## src/rtl/relu_dst_serializer.sv

```systemverilog
// relu_dst_serializer
//   Consumer end of the relu dst interface. Each 8-lane unpacked float vector
//   is captured into a small vector FIFO. It is then serialized lane by lane
//   as packed {sign,exp,man} words on a valid/ready stream. o_enable gives the
//   relu stage credit-style flow control: it drops while SLACK or fewer slots
//   are free, so vectors already in flight in the relu pipeline still fit.
// Ports
//   i_clk, i_rst               clock, synchronous active-high reset
//   i_dst_valid                lane vector valid (no backpressure on this side)
//   i_dst_{man,exp,sign}_k     lane k fields, k = 0..7
//   o_enable                   high = room for SLACK+1 more vectors
//   o_out_valid/i_out_ready    output word handshake
//   o_out_data                 {sign,exp[7:0],man[22:0]} of lane o_out_lane
//   o_out_lane, o_out_last     lane index, high on lane 7
//   o_overflow                 sticky: a vector arrived with the FIFO full and no pop
module relu_dst_serializer #(
  parameter int DEPTH = 4,
  parameter int SLACK = 2
) (
  input  logic        i_clk,
  input  logic        i_rst,
  input  logic        i_dst_valid,
  input  logic [22:0] i_dst_man_0, i_dst_man_1, i_dst_man_2, i_dst_man_3,
  input  logic [22:0] i_dst_man_4, i_dst_man_5, i_dst_man_6, i_dst_man_7,
  input  logic [7:0]  i_dst_exp_0, i_dst_exp_1, i_dst_exp_2, i_dst_exp_3,
  input  logic [7:0]  i_dst_exp_4, i_dst_exp_5, i_dst_exp_6, i_dst_exp_7,
  input  logic        i_dst_sign_0, i_dst_sign_1, i_dst_sign_2, i_dst_sign_3,
  input  logic        i_dst_sign_4, i_dst_sign_5, i_dst_sign_6, i_dst_sign_7,
  output logic        o_enable,
  output logic        o_out_valid,
  input  logic        i_out_ready,
  output logic [31:0] o_out_data,
  output logic [2:0]  o_out_lane,
  output logic        o_out_last,
  output logic        o_overflow
);
  localparam int AW = $clog2(DEPTH);
  localparam int CW = $clog2(DEPTH + 1);
  localparam logic [CW-1:0] FULL = CW'(DEPTH);
  localparam logic [CW-1:0] ONE  = CW'(1);

  localparam logic [0:0] IDLE   = 1'b0;
  localparam logic [0:0] STREAM = 1'b1;

  logic [255:0]  r_mem [DEPTH];
  logic [AW-1:0] r_wr_ptr, r_rd_ptr;
  logic [CW-1:0] r_count;
  logic [0:0]    r_state;
  logic [2:0]    r_lane_cnt;
  logic [31:0]   r_out_data;
  logic          r_out_last;
  logic          r_enable;
  logic          r_overflow;

  logic [255:0]  w_vec;
  logic          w_pop, w_push, w_drop, w_full;
  logic [CW-1:0] w_count_next;
  logic [31:0]   w_room;
  logic [AW-1:0] w_rd_ptr_nxt;
  logic [2:0]    w_lane_nxt;
  logic [255:0]  w_next_head;

  // Lane 0 sits in the least significant word.
  assign w_vec = {i_dst_sign_7, i_dst_exp_7, i_dst_man_7,
                  i_dst_sign_6, i_dst_exp_6, i_dst_man_6,
                  i_dst_sign_5, i_dst_exp_5, i_dst_man_5,
                  i_dst_sign_4, i_dst_exp_4, i_dst_man_4,
                  i_dst_sign_3, i_dst_exp_3, i_dst_man_3,
                  i_dst_sign_2, i_dst_exp_2, i_dst_man_2,
                  i_dst_sign_1, i_dst_exp_1, i_dst_man_1,
                  i_dst_sign_0, i_dst_exp_0, i_dst_man_0};

  assign w_full = (r_count == FULL);
  assign w_pop  = (r_state == STREAM) && i_out_ready && (r_lane_cnt == 3'd7);
  // A full FIFO still accepts a vector when the head pops in the same cycle.
  assign w_push = i_dst_valid && (!w_full || w_pop);
  assign w_drop = i_dst_valid && w_full && !w_pop;

  always_comb begin
    w_count_next = r_count;
    case ({w_push, w_pop})
      2'b10:   w_count_next = r_count + ONE;
      2'b01:   w_count_next = r_count - ONE;
      default: w_count_next = r_count;
    endcase
  end

  assign w_room       = 32'(DEPTH) - 32'(w_count_next);
  assign w_rd_ptr_nxt = r_rd_ptr + AW'(1);
  assign w_lane_nxt   = r_lane_cnt + 3'd1;

  // Next head after a pop. With one entry left, any simultaneous push lands
  // exactly in the next-head slot, so forward it instead of reading stale
  // storage. That keeps back-to-back vectors bubble free.
  assign w_next_head = (w_push && (r_count == ONE)) ? w_vec : r_mem[w_rd_ptr_nxt];

  // Storage is not reset; occupancy is tracked by r_count and the pointers.
  always_ff @(posedge i_clk) begin
    if (w_push) r_mem[r_wr_ptr] <= w_vec;
  end

  always_ff @(posedge i_clk) begin
    if (i_rst) begin
      r_wr_ptr   <= '0;
      r_rd_ptr   <= '0;
      r_count    <= '0;
      r_state    <= IDLE;
      r_lane_cnt <= 3'd0;
      r_out_data <= 32'd0;
      r_out_last <= 1'b0;
      r_enable   <= 1'b1;
      r_overflow <= 1'b0;
    end else begin
      r_count  <= w_count_next;
      r_enable <= (w_room > 32'(SLACK));
      if (w_push) r_wr_ptr <= r_wr_ptr + AW'(1);
      if (w_pop)  r_rd_ptr <= w_rd_ptr_nxt;
      if (w_drop) r_overflow <= 1'b1;

      case (r_state)
        IDLE: begin
          if (r_count != '0) begin
            r_state    <= STREAM;
            r_lane_cnt <= 3'd0;
            r_out_data <= r_mem[r_rd_ptr][31:0];
            r_out_last <= 1'b0;
          end
        end
        default: begin
          // Outputs only move on a handshake; a stall holds them stable.
          if (i_out_ready) begin
            if (r_lane_cnt == 3'd7) begin
              r_lane_cnt <= 3'd0;
              r_out_last <= 1'b0;
              if (w_count_next != '0) begin
                r_out_data <= w_next_head[31:0];
              end else begin
                r_state    <= IDLE;
                r_out_data <= 32'd0;
              end
            end else begin
              r_lane_cnt <= w_lane_nxt;
              r_out_data <= r_mem[r_rd_ptr][{w_lane_nxt, 5'b0} +: 32];
              r_out_last <= (w_lane_nxt == 3'd7);
            end
          end
        end
      endcase
    end
  end

  assign o_out_valid = (r_state == STREAM);
  assign o_out_data  = r_out_data;
  assign o_out_lane  = r_lane_cnt;
  assign o_out_last  = r_out_last;
  assign o_enable    = r_enable;
  assign o_overflow  = r_overflow;
endmodule
```

## config.mk

```make
export PLATFORM = sky130hd
export DESIGN_NAME = relu_dst_serializer
export DESIGN_NICKNAME = d
export VERILOG_FILES = /design/src/rtl/relu_dst_serializer.sv
export SDC_FILE = /design/constraint.sdc
export NUM_CORES = 1
export LEC_CHECK = 0
export CELL_PAD_IN_SITES_DETAIL_PLACEMENT = 1
export CELL_PAD_IN_SITES_GLOBAL_PLACEMENT = 2
export CORE_ASPECT_RATIO = 1.25
export CORE_MARGIN = 2
export CORE_UTILIZATION = 45
export DETAILED_ROUTE_END_ITERATION = 8
export PLACE_DENSITY_LB_ADDON = 0.08
export REMOVE_ABC_BUFFERS = 1
export SLEW_MARGIN = 20
export SYNTH_ARGS = -nofsm -noshare
export SYNTH_HDL_FRONTEND = slang
export SYNTH_SLANG_ARGS = --single-unit
export TNS_END_PERCENT = 10
```

## constraint.sdc

```tcl
create_clock -name i_clk -period 11.7 [get_ports i_clk]
set_input_delay 1.17 -clock i_clk [delete_from_list [all_inputs] [get_ports i_clk]]
set_output_delay 1.17 -clock i_clk [all_outputs]
set_load 0.05 [all_outputs]
```

=== Word level (Yosys, flattened, before mapping) ===
Memory sizes are Yosys's and may differ from the RTL's. A register that Yosys moved wholly into a read port is not among the register bits.
Cells that the tools add are included.

* Flip-flop bits (word level): 46
* Logic and storage cells: 62
* RAM bits: 1024
* Output and inout bits: 39
* Memory bits (read-only): 0
* Input bits: 260
* Latch bits: 0
* Memories: 1

* Bitwise logic cells: 0
* Reductions and logical operators: 13
* Shift operators: 1
* Multiplexer cells: 24
* Equal/unequal tests: 7
* Add/subtract/negate cells: 6
* Magnitude comparators: 1
* Div/mod/pow operators: 0
* Multipliers: 0

{| class="wikitable"
|+ Memories
! memory !! words !! width !! rd ports !! clocked after memory_dff !! write ports !! line !! source
|-
| r_mem || 4 || 256 || 2 || 1 || 1 || 45 || <nowiki>logic [255:0] r_mem [DEPTH];</nowiki>
|}

{| class="wikitable"
|+ Operators by type and width
! kind !! number
|-
| indexed part select 256 x 9 -> 32 bit || 1
|-
| two-way mux 32 bit || 6
|-
| greater-than comparator 32 x 2 -> 1 bit (second input constant) || 1
|-
| two-way mux 3 bit || 4
|-
| two-way mux 1 bit || 11
|-
| equality test 3 bit (second input constant) || 3
|-
| adder 3 x 1 -> 3 bit (second input constant) || 2
|-
| logical AND 1 bit || 6
|-
| case mux 3 bit (2 select lines) || 1
|-
| nonzero test 3 bit || 2
|-
| adder 2 x 1 -> 2 bit (second input constant) || 2
|-
| two-way mux 2 bit || 2
|-
| subtractor 3 x 3 -> 4 bit (first input constant) || 1
|-
| equality test 3 x 1 -> 1 bit (second input constant) || 1
|-
| subtractor 3 x 1 -> 3 bit (second input constant) || 1
|-
| equality test 2 x 1 -> 1 bit (second input constant) || 1
|-
| equality test 2 bit (second input constant) || 1
|-
| zero test 1 bit || 2
|-
| inequality test 2 bit (second input constant) || 1
|-
| AND reduction 2 bit || 1
|-
| nonzero test 2 bit || 1
|-
| logical OR 1 bit || 1
|}

=== Logic depth before layout (Yosys ltp) ===
Gate-level depths: netlist (run 1).

* Depth in word-level cells: 11
* Depth in mapped cells: 20

=== Worst setup path after synthesis (run 1) ===
OpenSTA, ideal clock, no wires.

* Path type: input to register
* From: input i_out_ready
* To: memory r_mem[0][0], enable pin
* Library setup time: 0.649 ns
* Arrival: 7.951 ns
* Path slack: 3.099 ns
* Buffers on the path: 2
* Stages: 7
* Data required time: 11.051 ns
* Cells stage by stage: and3_1 clkbuf_1 inv_1 and3_1 nor2b_1 clkbuf_1 and2_1

* Longest elaborated chain between the ends: 6

{| class="wikitable"
|+ RTL lines
! item !! line !! source
|-
| from (decl) || 31 || <nowiki>input logic i_out_ready,</nowiki>
|-
| logical AND 1 bit (2 in series) || 74 || <nowiki>assign w_pop = (r_state == STREAM) && i_out_ready && (r_lane_cnt == 3'd7);</nowiki>
|-
| logical OR 1 bit || 76 || <nowiki>assign w_push = i_dst_valid && (!w_full || w_pop);</nowiki>
|-
| logical AND 1 bit || 76 ||
|-
| net w_push || 56 || <nowiki>logic w_pop, w_push, w_drop, w_full;</nowiki>
|-
| two-way mux 1 bit || 99 || <nowiki>if (w_push) r_mem[r_wr_ptr] <= w_vec;</nowiki>
|-
| two-way mux 1 bit (implied by the code) || 99 ||
|-
| to (decl) || 45 ||
|}

The timed path passes the listed nets, and every way through them passes these cells.

=== Worst setup path after layout (run 1) ===
* From: register r_lane_cnt[0], in the netlist o_out_lane[0]
* To: memory r_mem[2][60], enable pin

* Longest elaborated chain between the ends: 6

{| class="wikitable"
|+ RTL lines
! item !! line !! source
|-
| from (decl) || 49 || <nowiki>logic [2:0] r_lane_cnt;</nowiki>
|-
| from (signal assigned) || 142 || <nowiki>r_lane_cnt <= w_lane_nxt;</nowiki>
|-
| equality test 3 bit || 74 ||
|-
| logical AND 1 bit || 74 ||
|-
| logical OR 1 bit || 76 ||
|-
| logical AND 1 bit || 76 ||
|-
| two-way mux 1 bit || 99 ||
|-
| two-way mux 1 bit (implied by the code) || 99 ||
|}

No other way between the ends.

==> results of run 1 <==
-- sequential cells by signal (all words and copies together), names as in the netlist, named ones only --
name and cells:
o_enable 1, r_count 3, o_out_lane 3, o_overflow 1
r_wr_ptr 2, o_out_data 32, r_mem 1024, o_out_valid 1
o_out_last 1, r_rd_ptr 2
-- report_power, final --
part           internal, mW  switching (mW)
Clock                  2.09            1.44
Sequential             4.40          0.0633
Combinational         0.219           0.339
-- worst max-delay path, delay by kind of cell (launching register included) --
kind / cells / cell delay, ns
fa+ha+maj: 2 / 0.46
flops: 1 / 0.69
buf+inv: 3 / 1.57
simple gates: 4 / 1.62
-- through the flow --
stage	setup WS, ns	cells	hold WS, ns	cell area, sq um	utilization, %
floorplan	0.221	1997	0.514	41700	-
global placement	5.86	3540	0.530	46600	49.6
detailed placement	5.82	3542	0.562	46700	49.7
CTS	6.49	3746	0.575	50300	53.6
global route	6.50	3751	0.602	50400	53.6
finish	6.81	3754	0.573	50400	53.6
-- cell families after synthesis --
logic type | Yosys count | synth area share, %
compound gates | 331 | 5.79
xor+xnor | 3 | 0.0618
fa+ha+maj | 16 | 0.471
buf+inv | 156 | 1.90
flops | 1072 | 74.6
mux | 292 | 13.5
simple gates | 272 | 3.66
-- cells in the final DEF, fill, tap and decap left out, types with 7 or more instances in the layout --
cell             synthesis  layout
o21ai_0                 31      31
or4_1                   31      31
nand2_1                 66      65
ha_1                    16      15
dfxtp_1                 48      43
or3_1                   33      31
a22o_1                  31      31
a211oi_1                93      93
diode_2                  0       7
inv_1                   11      11
clkinv_1                 0      24
buf_4                   19      23
clkinv_2                 0      17
clkbuf_1                67      19
bufinv_16                0      14
a21oi_1                103     103
clkbuf_16                0     111
edfxtp_1              1024    1024
mux4_2                 225     225
mux2i_1                 67      67
a221oi_1                31      31
nor2b_1                 67      65
nand2b_1                33      33
clkdlybuf4s50_1          0     297
o221ai_2                29      29
clkbuf_8                 0       7
buf_12                   0       7
nor2_1                  18      17
-- Yosys cell counts (3+ instances only) --
cell,number,share of area [%]
dfxtp_1,48,2.3
and2_1,5,0.074
o21ai_0,31,0.37
nor2_1,18,0.16
or3_1,33,0.49
buf_2,42,0.49
a221oi_1,31,0.64
buf_4,19,0.34
inv_1,11,0.097
mux4_2,225,12
nor2b_1,67,0.99
edfxtp_1,1024,72
o221ai_2,29,1.0
nor3_1,4,0.047
a22o_1,31,0.64
buf_6,12,0.32
clkbuf_1,67,0.59
a211oi_1,93,1.6
mux2i_1,67,1.6
nand2_1,66,0.58
a21oi_1,103,1.2
o221ai_1,3,0.062
ha_1,16,0.47
or4_1,31,0.55
nand2b_1,33,0.49
-- layout make-up --
type                            instances  area [sq um]
Clock buffer                          137          2950
Fill cell                            8275         43600
Tap cell                             1216          1520
Multi-Input combinational cell        914         10100
Antenna cell                            7          17.5
Clock inverter                         67           708
Inverter                               11          41.3
Sequential cell                      1072         31700
Timing Repair Buffer                  330          3340
-- final timing paths --
| check | to | slack (ns) | cells past startpoint |
|---|---|---|---|
| worst min-delay path | o_out_data[13] | 0.57 | 2 |
| worst min register to register | o_out_data[13] | 0.57 | 2 |
| worst max-delay path | r_mem[2][60] | 6.81 | 9 |
| worst max register to register | r_mem[2][60] | 6.81 | 9 |
-- per-layer routing --
layer,share of wire [%],vias to the layer above,global-route usage (%)
li1,-,9542,-
met4,2.7,22,6.91
met5,0.12,-,0
met3,5.2,191,4.11
met2,52,574,39.7
met1,40,11700,29.3
==> flow_summary.yaml, run 1 <==
synth:
  synthCells: 2142
  yosys_warnings: 0
  async_flop_share_pct: 0
  synth_edf_count: 1024
  syn_area_sq_mm: 0.0425
  synth_area_per_cell_sq_um: 19.8
  yosysUniqueCellTypes: 48
  synth_flop_cell: "edfxtp_1"
  synth-seq-cells: 1072
  synth-seq-area-share_pct: 74.6
sta:
  rsz0062_at_grt: "no"
  period_share_pct: 41.8
  fmax_ghz: 0.204
  finalSetupViolCount: 0
  finalHoldViolCount: 0
  totalNegativeSetupSlack_ns: 0
  fin_worst_skew_ns: 0.0147
  layout_min_cycle_time_ns: 4.89
  tightest_slew_ns: 1.12
  maxSlewViolCount: 0
  max-slew-margin-rel_pct: 25.5
setup_path:
  endpoint_kind: "register"
  r2r_start: "o_out_lane[0]"
  max_stage_delay_ns: 0.82
  crit_chain: "ha_1 > ha_4 > and3_1 > inv_1 > and3_1 > nor2b_1 > and2_4 > buf_6 > buf_4"
  crit_path_frequent_cell: "and3_1"
  cp_slowest_cell: "buf_4"
  path_class: "register to register"
  startpoint: "o_out_lane[0]"
  crit_arrival_ns: 5.18
  critPathLaunchType: "register"
  crit_required_ns: 11.99
  critical_path.max_fanout: 67
global_routing:
  overflow: 0
  grt_pass1_wl_mm: 162
  grt_antenna_before_repair: 19
  grt_pass1_vias: 24100
  grt_max_degree: 148
  grtUsageTotal_pct: 22.9
floorplanning:
  fp-row-count: 126
  ioPinCount: 299
  die_h_microns: 348
  dieArea_sq_mm: 0.0969
  fp.coreArea_sq_mm: 0.0940
  start_util_pct: 45.2
  fp.dieW_microns: 279
cells_and_area:
  drive_above_1_share_pct: 18.6
  nets: 2713
  syn2layout_area_growth_pct: 18.6
routing:
  vias: 22000
  drc: 0
  routed_wl_mm: 110
  drtIter0Drc: 1380
  ant_nets: 0
  firstDrtPassIters: 5
  vias_per_cell: 5.87
  wl_per_cell_microns: 29.3
clocking:
  cts_tree: "yes"
  cts-htree-levels: 3
  cts_made_buffers: 108
  clk_path_buf_depth: 3
  clk_pin_slew_ns: 0.06
  cts_root_buffer: "clkbuf_16"
  cts_sinks: 1072
  postCtsSetupRepairBufs: 0
  clk_latency_ns: 0.68
  ctsResizeCount: 0
  cts_hold_buf: 0
flow_run:
  cap_viol_max_count: 0
placement:
  dp_hpwl_mm: 63.4
  io_buffers: 298
  gp_congestion: 0.743
power_and_ir_drop:
  powerDensity_mw_per_mm2: 170
  power_mw: 8.55
  leakagePower_nw: 15.3
  vdd_drop_max_v: 0.000137
run_status:
  status: "completed"
hold_path:
  worstHoldStart: "o_out_data[13]"
  min_path_type: "register to register"
(Power assumes the default switching activity.)
==> inputs of run 2 (changes only) <==
- clock period: 11.7 -> 4.8 ns (I/O delays scaled with it)
==> flow_summary.yaml, run 2 (same netlist as run 1, synthesis figures left out) <==
global_routing:
  grt_max_degree: 114
  overflow: 0
  grt_pass1_vias: 24200
  grt_antenna_before_repair: 18
  grt_pass1_wl_mm: 163
  grtUsageTotal_pct: 23.2
clocking:
  cts_sinks: 1072
  cts-htree-levels: 3
  postCtsSetupRepairBufs: 0
  cts_hold_buf: 0
  clk_pin_slew_ns: 0.06
  cts_root_buffer: "clkbuf_16"
  clk_path_buf_depth: 3
  clk_latency_ns: 0.68
  ctsResizeCount: 0
  cts_made_buffers: 105
  cts_tree: "yes"
setup_path:
  cp_slowest_cell: "dfxtp_1"
  crit_chain: "ha_1 > ha_4 > and3_1 > inv_1 > and3_1 > nor2b_1 > buf_4 > inv_1 > ha_1 > nor3_1 > a21oi_1 > ha_1 > ha_1 > nand4b_1 > buf_4 > a21oi_1 > a221oi_1 > a21oi_1"
  crit_required_ns: 5.32
  critPathLaunchType: "register"
  crit_path_frequent_cell: "ha_1"
  critical_path.max_fanout: 19
  timing.rr.end: "o_out_data[15]"
  path_class: "register to register"
  r2r_start: "o_out_lane[1]"
  crit_arrival_ns: 4.52
  endpoint_kind: "register"
  r2r_setup_slack_ns: 0.80
  reg2reg_depth: 18
  max_stage_delay_ns: 0.38
sta:
  period_share_pct: 83.4
  holdWs_ns: 0.392
  maxSlewViolCount: 0
  rsz0062_at_grt: "no"
  finalHoldViolCount: 0
  max-slew-margin-rel_pct: 23.9
  tightest_slew_ns: 1.14
  finalSetupViolCount: 0
  fin_worst_skew_ns: 0.0173
  totalNegativeSetupSlack_ns: 0
  fmax_ghz: 0.250
  layout_min_cycle_time_ns: 4.00
routing:
  firstDrtPassIters: 5
  met2_length_mm: 57.3
  wl_per_cell_microns: 29.6
  routed_wl_mm: 112
  met1_length_mm: 45.0
  ant_nets: 0
  route.met3.wl_mm: 6.14
  vias: 22100
  routed.top_layer: "met5"
  drc: 0
  vias_per_cell: 5.86
  drtIter0Drc: 1790
power_and_ir_drop:
  power_mw: 20.6
  powerDensity_mw_per_mm2: 407
  vdd_drop_max_v: 0.000318
  leakagePower_nw: 15.4
cells_and_area:
  final_common_cell: "edfxtp_1"
  max_flop_register: "r_mem"
  nets: 2730
  layout_common_cells: "1024 x edfxtp_1, 297 x clkdlybuf4s50_1, 225 x mux4_2, 107 x clkbuf_16, 103 x a21oi_1"
  syn2layout_area_growth_pct: 19.0
  fin_util_pct: 53.8
  largest_reg_flops: 1024
  layout.cells.non_filler: 3769
  drive_above_1_share_pct: 19.4
placement:
  place_inst: 3563
  io_buffers: 298
  gp_congestion: 0.758
  dp_hpwl_mm: 64.7
floorplanning:
  fp.coreArea_sq_mm: 0.0940
  fp-row-count: 126
  ioPinCount: 299
  fp.dieW_microns: 279
  start_util_pct: 45.2
  die_h_microns: 348
  dieArea_sq_mm: 0.0969
hold_path:
  worstHoldStart: "i_rst"
  min_delay_path_depth: 2
  min_path_type: "input port to register"
  hold_end: "o_out_last"
flow_run:
  cap_viol_max_count: 0
run_status:
  status: "completed"
-- run 2: how the worst max path moves through the flow --
stage | from | end | cells past startpoint
CTS | o_out_lane[1] | o_out_data[15] | 18
global placement | i_out_ready | o_out_data[23] | 16
detailed placement | i_out_ready | o_out_data[15] | 16
floorplan | register | o_out_data[0] | 5
finish | o_out_lane[1] | o_out_data[15] | 18
global route | o_out_lane[1] | o_out_data[4] | 18
-- run 2: routing by layer --
metal  global-route usage [%]  up-vias
li1                         -     9569
met1                     29.7    11700
met4                     7.56       18
met5                        0        -
met3                     4.54      177
met2                     40.0      585
-- run 2: layout make-up --
| class | count | area [sq um] |
|---|---|---|
| repair buffers | 350 | 3700 |
| multi-input cells | 914 | 10100 |
| diodes | 9 | 22.5 |
| fillers | 8304 | 43400 |
| inverters | 11 | 41.3 |
| clock inverters | 65 | 642 |
| flip-flops and latches | 1072 | 31700 |
| well taps | 1216 | 1520 |
| clock buffers | 132 | 2840 |
-- run 2: critical path: cells and delay by family, from the launching register on --
kind                     cells  cell delay (ns)
AO/OA/AOI/OAI                4             0.74
adder cells (fa/ha/maj)      5             1.18
buffers and inverters        4             0.69
flip-flops                   1             0.38
AND/OR/NAND/NOR              5             0.85
-- run 2: metrics by stage --
| step | cell area, sq um | worst slack [ns] |
|---|---|---|
| 2_1_floorplan | 41700 | -6.68 |
| 3_3_place_gp | 47100 | 0.541 |
| 3_5_place_dp | 47100 | 0.418 |
| 4_1_cts | 50500 | 0.833 |
| 5_1_grt | 50600 | 0.456 |
| 6_report | 50600 | 0.798 |
-- run 2: power breakdown --
group          switching, mW  internal, mW
Combinational          0.849         0.562
Sequential             0.136          10.7
Clock                   3.49          4.83
